<file path="config.mk">
export PLATFORM = sky130hd
export DESIGN_NAME = pwm_array
export DESIGN_NICKNAME = d
export VERILOG_FILES = /design/src/rtl/pwm_array.sv
export SDC_FILE = /design/constraint.sdc
export NUM_CORES = 1
export LEC_CHECK = 0
export CAP_MARGIN = 20
export CORE_ASPECT_RATIO = 0.5
export CORE_MARGIN = 1.5
export CORE_UTILIZATION = 47
export DETAILED_ROUTE_END_ITERATION = 10
export PLACE_DENSITY = 0.75
export SYNTH_ARGS = -nofsm -noshare
export SYNTH_HDL_FRONTEND = slang
export SYNTH_SLANG_ARGS = --single-unit
</file>
<file path="constraint.sdc">
create_clock -name clk -period 4.24 [get_ports clk]
set_input_delay 1.272 -clock clk [delete_from_list [all_inputs] [get_ports clk]]
set_output_delay 1.272 -clock clk [all_outputs]
set_load 0.01 [all_outputs]
</file>
<file path="src/rtl/pwm_array.sv">
// Multi-channel PWM generator with its own period counter.
// Left-aligned (sawtooth) or center-aligned (triangle), shadowed duty.
module pwm_array #(
    parameter int WIDTH    = 8,
    parameter int CHANNELS = 4
) (
    input  logic                        clk,
    input  logic                        rst,
    input  logic                        hsync,
    input  logic [CHANNELS*WIDTH-1:0]   data,
    input  logic                        center_mode,
    output logic [CHANNELS-1:0]         out,
    output logic                        period_done
);

    localparam logic [WIDTH-1:0] MAX = '1;
    localparam logic [WIDTH-1:0] ONE = WIDTH'(1);
    localparam logic             UP  = 1'b0;
    localparam logic             DN  = 1'b1;

    logic [WIDTH-1:0] cnt;
    logic [WIDTH-1:0] cnt_nxt;
    logic [WIDTH-1:0] duty [CHANNELS];
    logic             mode;
    logic             dir;
    logic             dir_nxt;
    logic             hsync_d;
    logic             run;
    logic             rise;
    logic             steady;
    logic             boundary;

    assign rise   = hsync & ~hsync_d;
    assign steady = hsync & hsync_d & run;

    // Last count of a period: the next count is the period start.
    assign boundary = mode ? ((cnt == ONE) && (dir == DN))
                           : (cnt == MAX);

    always_comb begin
        cnt_nxt = cnt;
        dir_nxt = dir;
        if (boundary) begin
            cnt_nxt = '0;
            dir_nxt = UP;
        end else if (!mode) begin
            cnt_nxt = cnt + ONE;
        end else if (dir == UP) begin
            if (cnt == MAX) begin
                cnt_nxt = MAX - ONE;
                dir_nxt = DN;
            end else begin
                cnt_nxt = cnt + ONE;
            end
        end else begin
            cnt_nxt = cnt - ONE;
        end
    end

    always_ff @(posedge clk) begin
        if (rst) begin
            cnt         <= '0;
            mode        <= 1'b0;
            dir         <= UP;
            hsync_d     <= 1'b0;
            run         <= 1'b0;
            out         <= '0;
            period_done <= 1'b0;
            for (int i = 0; i < CHANNELS; i++) begin
                duty[i] <= '0;
            end
        end else begin
            hsync_d     <= hsync;
            period_done <= steady & boundary;
            for (int i = 0; i < CHANNELS; i++) begin
                out[i] <= hsync & run & (cnt < duty[i]);
            end

            unique case (1'b1)
                rise: begin
                    cnt  <= '0;
                    dir  <= UP;
                    mode <= center_mode;
                    run  <= 1'b1;
                    for (int i = 0; i < CHANNELS; i++) begin
                        duty[i] <= data[i*WIDTH +: WIDTH];
                    end
                end
                !hsync: begin
                    run <= 1'b0;
                    cnt <= '0;
                    dir <= UP;
                end
                steady: begin
                    cnt <= cnt_nxt;
                    dir <= dir_nxt;
                    // New duty and mode take effect from cnt=0.
                    if (boundary) begin
                        mode <= center_mode;
                        for (int i = 0; i < CHANNELS; i++) begin
                            duty[i] <= data[i*WIDTH +: WIDTH];
                        end
                    end
                end
                default: ;
            endcase
        end
    end

endmodule

</file>
==> reports/results.tsv, run 1 <==
stage	metric	value	unit
status	status	finished, final reports clean	
pwr	ir_drop	175	uV
sta	fmax	0.326	GHz
sta	setup_tns	0	ns
sta	setup_viol	0	
routing	drt_first_pass_iters	4	
die	core_area	0.00616	mm^2
clocking	cts_buffer_depth	2	
die	num_io_pins	41	
synthesis	yosys.area.top_type_share	0.315	
die	start_util	0.495	
clocking	clk_latency	0.30	ns
sta	min_period_over_period	0.723	
global_route	grt_remaining_overflow	0	
die	die_x	117	um
synthesis	synth_top_area_cell	edfxtp_1	
sta	worst_slack	1.18	ns
synthesis	synthCells	308	
clocking	postCtsResizedCells	0	
routing	ant_nets	0	
routing	route.detailed.drc	0	
layout	final-seq-area	0.00130	mm^2
global_route	grt_pass1_vias	2252	
critical_path	end_kind	flip-flop	
critical_path	cp.required	4.18	ns
global_route	antenna_found_initial	0	
routing	drt-initial-drc-count	184	
hold_path	holdCritPathClass	flip-flop to flip-flop	
clocking	cts_tree	built	
global_route	grt_usage	0.213	
die	die-area	0.00700	mm^2
layout	antenna_cells	0	
routing	wl	6.80	mm
clocking	cts.htree.levels	2	
global_route	grt_max_degree	34	
synthesis	synth_edf_count	32	
sta	hold_viol	0	
synthesis	synth.area.top_cells	edfxtp_1, ha_1, dfxtp_1, and2_1, inv_1	
sta	hold_ws	0.554	ns
layout	final_util	0.585	
pwr	p_sw_frac	0.231	
clocking	cts_inserted_buffers	5	
pwr	p_leak	1.43	nW
critical_path	cp.arrival	3.00	ns
routing	vias	2374	
synthesis	async_flop_share	0	
sta	post-route-min-period	3.06	ns
sta	tightest_slew	0.735	ns
global_route	grt_pass1_wl	10.8	mm
critical_path	crit_fanout	16	
synthesis	ys_ff_latch	49	
layout	fin_area	0.00360	mm^2
synthesis	syn_avg_cell_area	9.89	um^2
routing	routedWlPerCell	16.0	um
synthesis	syn_area	0.00305	mm^2
pwr	p_switching	242	uW
clocking	post-cts-setup-buffer-count	0	
place	post_dp_cell_area	0.00346	mm^2
place	place_ws	1.03	ns
synthesis	synth_fp_nets	375	
synthesis	synth_cell_types	44	
layout	fill_cells	550	
layout	multiInputGateArea	0.00151	mm^2
place	hpwl	4.78	mm
place	routabilityCongestion	0.889	
place	port_buffers	40	
critical_path	crit_type	flip-flop to flip-flop	
clocking	clk_pin_slew	0.07	ns
pwr	p_clk_frac	0.389	
run	drv_cap	0	
layout	drive_above_1_share	0.0325	
sta	skew	0.00561	ns
clocking	clock-sinks	49	
clocking	cts-root-buf	clkbuf_16	
pwr	power_density	291	mW/mm^2
layout	final_nets	404	
die	dieHeight	59.9	um
clocking	postCtsHoldBufs	0	
sta	slew_headroom	0.509	
sta	rsz0062_at_grt	no	
synthesis	yosys_warnings	0	
pwr	power.internal	807	uW
synthesis	synth_seq_area_share	0.427	
die	rows	20	
pwr	seq_power_share	0.515	
critical_path	startpoint_type	flip-flop	
synthesis	ys.flop_type	edfxtp_1	
routing	avgViaCountPerCell	5.57	
sta	slew_viol_final	0	
pwr	p_comb_frac	0.096	
layout	syn_to_final_growth	18.3	%
==> flip-flops by register name (all words and copies together), names as in the netlist <==
signal       count
duty            32
cnt              8
out              4
dir              1
hsync_d          1
mode             1
period_done      1
run              1
==> final cells by class <==
cell class	instances	area share
Multi-Input combinational cell	204	0.418
Inverter	37	0.0385
Clock buffer	5	0.0347
Sequential cell	49	0.361
Clock inverter	3	0.00556
Tap cell	88	0.0306
Timing Repair Buffer	40	0.111
==> worst paths after layout <==
kind / start / end / slack [ns] / cells past startpoint
worst max-delay path: cnt[0] / duty[3][3] / 1.18 / 6
worst min-delay path: run / period_done / 0.55 / 1
worst max register to register: cnt[0] / duty[3][3] / 1.18 / 6
worst min register to register: run / period_done / 0.55 / 1
==> worst max-delay path, stage by stage (launching register included) <==
cell,delay [ns]
dfxtp_1,0.73
ha_1,0.44
nand4_1,0.23
nor3_1,0.45
o21ai_2,0.13
nand2_1,0.13
a21o_1,0.56
==> cells by family after synthesis <==
logic type / after synthesis / synth area share
fa+ha+maj: 31 / 0.127
mux: 1 / 0.00329
flops: 49 / 0.427
buf+inv: 55 / 0.0780
compound gates: 77 / 0.187
simple gates: 93 / 0.172
xor+xnor: 2 / 0.00575
==> layer usage <==
metal,vias to the layer above,wire [um],track usage
met2,60,3240,0.357
li1,1170,-,-
met4,0,176,0.103
met5,-,0,0
met1,1128,3060,0.264
met3,16,312,0.0497
==> cell usage in the layout, fill, tap and decap left out, types with 9 or more instances in the layout <==
| master | netlist | routed |
|---|---|---|
| nand3_1 | 11 | 11 |
| ha_1 | 31 | 31 |
| nor2_1 | 9 | 9 |
| and2_1 | 32 | 32 |
| edfxtp_1 | 32 | 32 |
| a211oi_1 | 10 | 10 |
| dfxtp_1 | 17 | 17 |
| nand2_1 | 14 | 14 |
| a21oi_1 | 10 | 10 |
| a21o_1 | 15 | 15 |
| clkdlybuf4s50_1 | 0 | 40 |
| inv_1 | 37 | 37 |
==> synth_stat cells, types with 2 or more instances <==
cell type	n
and3_1	3
nand4_1	2
o22ai_1	2
nor2_1	9
edfxtp_1	32
a21oi_1	10
nand3_1	11
nand2_1	14
xnor2_1	2
a31oi_1	3
o211ai_1	2
nand2b_1	5
a211oi_1	10
dfxtp_1	17
ha_1	31
o21ai_0	8
inv_1	37
and2_1	32
o32a_1	2
o311a_1	2
o311ai_0	2
nor3_1	7
o21a_1	6
clkbuf_1	13
o2111ai_1	8
a21o_1	15
or3_1	2
buf_6	4
nor4_1	2
==> metrics by stage <==
| step | instances | power, mW |
|---|---|---|
| after floorplan | 308 | 0.604 |
| after global placement | 418 | 0.645 |
| after detailed placement | 418 | 0.652 |
| after CTS | 426 | 1.05 |
| after global routing | 426 | 1.08 |
| final | 426 | 1.05 |
==> power by group through the flow <==
stage               combinational [mW]  clock [mW]  sequential [mW]
floorplan                       0.0579           0            0.547
global placement                0.0950           0            0.550
detailed placement               0.100           0            0.551
CTS                              0.102       0.411            0.541
global route                     0.111       0.429            0.542
finish                           0.101       0.408            0.540
Power figures use the tool's default switching activity.
==> run 2: changes to the inputs <==
clock period = 3.1 ns   (was 4.24 ns; I/O delays follow)
==> run 2 against run 1 <==
  * Routed wire length up 1.9%
  * Combinational power up 46%
  * Count of clock-buffer cells in the layout unchanged
  * Sequential share of layout area down 1.2 points
  * Worst setup slack worse by 0.46 ns
  * Utilization up 2.0 points
  * Highest routed layer unchanged
==> reports/results.tsv, run 2 (same netlist as run 1, synthesis figures left out) <==
stage	metric	value	unit	change
layout	final_nets	413		+2.2%
clocking	cts_inserted_buffers	5		unchanged
critical_path	timing.rr.start	cnt[2]		
die	num_io_pins	41		unchanged
clocking	clk_pin_slew	0.07	ns	about the same
place	port_buffers	40		unchanged
pwr	power_density	414	mW/mm^2	+42%
critical_path	crit_type	primary input to flip-flop		
sta	post-route-min-period	2.38	ns	
pwr	p_sw_frac	0.223		-0.00840
sta	tightest_slew	0.587	ns	-0.148 ns
run	drv_cap	0		unchanged
die	die-area	0.00700	mm^2	unchanged
critical_path	reg2reg_to	duty[1][0]		
sta	skew	0.00493	ns	-0.000687 ns
sta	fmax	0.420	GHz	
layout	final-seq-area	0.00130	mm^2	unchanged
critical_path	r2r_slack	0.73	ns	-0.45 ns
routing	wl	6.93	mm	+1.9%
critical_path	worstPathCellList	clkdlybuf4s50_1 > nand3_1 > nor3_1 > o311ai_0 > o21ai_0		
hold_path	min_from	run		
critical_path	cp.arrival	2.60	ns	-0.40 ns
global_route	grt_max_degree	22		-35%
critical_path	crit_fanout	8		-8
routing	vias	2413		+1.6%
die	die_x	117	um	unchanged
global_route	grt_pass1_wl	10.9	mm	+0.82%
global_route	grt_remaining_overflow	0		unchanged
critical_path	worst_r2r_path_depth	6		unchanged
sta	worst_slack	0.720	ns	-0.456 ns
pwr	p_comb_frac	0.095		about the same
routing	avgViaCountPerCell	5.55		-0.46%
routing	route.detailed.drc	0		unchanged
pwr	p_leak	1.50	nW	+5.2%
clocking	cts-root-buf	clkbuf_16		
sta	setup_viol	0		unchanged
place	hpwl	4.88	mm	+2.2%
routing	drt_first_pass_iters	4		unchanged
layout	fill_cells	507		-7.8%
routing	drt-initial-drc-count	248		+35%
global_route	grt_usage	0.213		+0.000400
layout	fin_area	0.00373	mm^2	+3.4%
sta	slew_viol_final	0		unchanged
sta	hold_viol	0		unchanged
layout	multiInputGateArea	0.00151	mm^2	unchanged
pwr	p_clk_frac	0.426		+0.037
critical_path	cp.required	3.32	ns	-0.86 ns
layout	syn_to_final_growth	22.3	%	
die	dieHeight	59.9	um	unchanged
sta	min_period_over_period	0.768		
layout	final_cell_count_no_fill	435		+2.1%
status	status	finished, final reports clean		
layout	antenna_cells	0		unchanged
layout	drive_above_1_share	0.0605		+0.0280
critical_path	startpoint_type	primary input		
critical_path	end_kind	flip-flop		
hold_path	min_path_cells	1		unchanged
hold_path	holdPathEnd	period_done		
global_route	antenna_found_initial	0		unchanged
pwr	power.internal	1.20	mW	+48%
layout	reg.largest.list	duty: 32 flops, cnt: 8 flops, out: 4 flops		
critical_path	cp_slowest_cell	clkdlybuf4s50_1		
place	place_ws	0.463	ns	-0.569 ns
sta	setup_tns	0	ns	unchanged
layout	largest-register	duty		
clocking	post-cts-setup-buffer-count	0		unchanged
clocking	cts_tree	built		
clocking	clock-sinks	49		unchanged
sta	rsz0062_at_grt	no		
clocking	postCtsHoldBufs	0		unchanged
place	post_dp_cell_area	0.00355	mm^2	+2.7%
layout	final_common_cell	clkdlybuf4s50_1		
die	rows	20		unchanged
die	core_area	0.00616	mm^2	unchanged
pwr	seq_power_share	0.479		-0.036
clocking	clk_latency	0.30	ns	about the same
layout	mostFrequentLayoutCells	clkdlybuf4s50_1, inv_1, and2_1, edfxtp_1, ha_1		
critical_path	max_stage_delay	0.60	ns	-0.13 ns
sta	hold_ws	0.561	ns	+0.00709 ns
pwr	ir_drop	177	uV	+1.4%
pwr	p_switching	343	uW	+42%
routing	routedWlPerCell	15.9	um	-0.21%
sta	slew_headroom	0.608		+0.0990
place	place_inst	427		+2.2%
layout	largest_reg_flops	32		unchanged
clocking	postCtsResizedCells	0		unchanged
pwr	finalPower	1.54	mW	+47%
routing	ant_nets	0		unchanged
hold_path	holdCritPathClass	flip-flop to flip-flop		
clocking	cts.htree.levels	2		unchanged
place	routabilityCongestion	0.860		-3.4%
global_route	grt_pass1_vias	2286		+1.5%
die	start_util	0.495		unchanged
layout	final_util	0.605		+0.0199
clocking	cts_buffer_depth	2		unchanged
==> run 2: worst max path at each step <==
| stage | from | slack (ns) | cells after the start | end |
|---|---|---|---|---|
| global placement | hsync | 0.51 | 5 | cnt[3] |
| finish | hsync | 0.72 | 5 | cnt[3] |
| detailed placement | hsync | 0.46 | 5 | cnt[3] |
| floorplan | cnt[1] | 0.79 | 7 | duty[0][0] |
| global route | cnt[2] | 0.61 | 6 | duty[1][4] |
| CTS | cnt[2] | 0.72 | 6 | duty[1][5] |
==> run 2: critical path: cells and delay by family <==
family,cells,cell delay [ns]
buffers and inverters,1,0.60
AOI/OAI and AO/OA,2,0.45
and+or+nand+nor,2,0.62
==> run 2: cell type report <==
cell class                 instances  area share
clock buffer                       5      0.0336
clock inverter                     3      0.0134
inverter                          37      0.0373
multi-input combinational        204       0.405
sequential                        49       0.349
tap                               88      0.0296
timing repair buffer              49       0.132
==> run 2: power by group through the flow <==
stage | Sequential (mW) | Clock, mW | Combinational [mW]
after floorplan | 0.748 | 0 | 0.0791
after global placement | 0.751 | 0 | 0.139
after detailed placement | 0.753 | 0 | 0.146
after CTS | 0.738 | 0.664 | 0.148
after global routing | 0.741 | 0.695 | 0.161
final | 0.738 | 0.656 | 0.147
==> run 2: routing by layer <==
metal | up-vias | part of all wire | wire (um) | GRT usage
met5 | - | 0 | 0 | 0
met4 | 0 | 0.024 | 168 | 0.0981
met3 | 16 | 0.061 | 422 | 0.0538
met2 | 87 | 0.47 | 3280 | 0.356
met1 | 1126 | 0.44 | 3050 | 0.265
li1 | 1184 | - | - | -
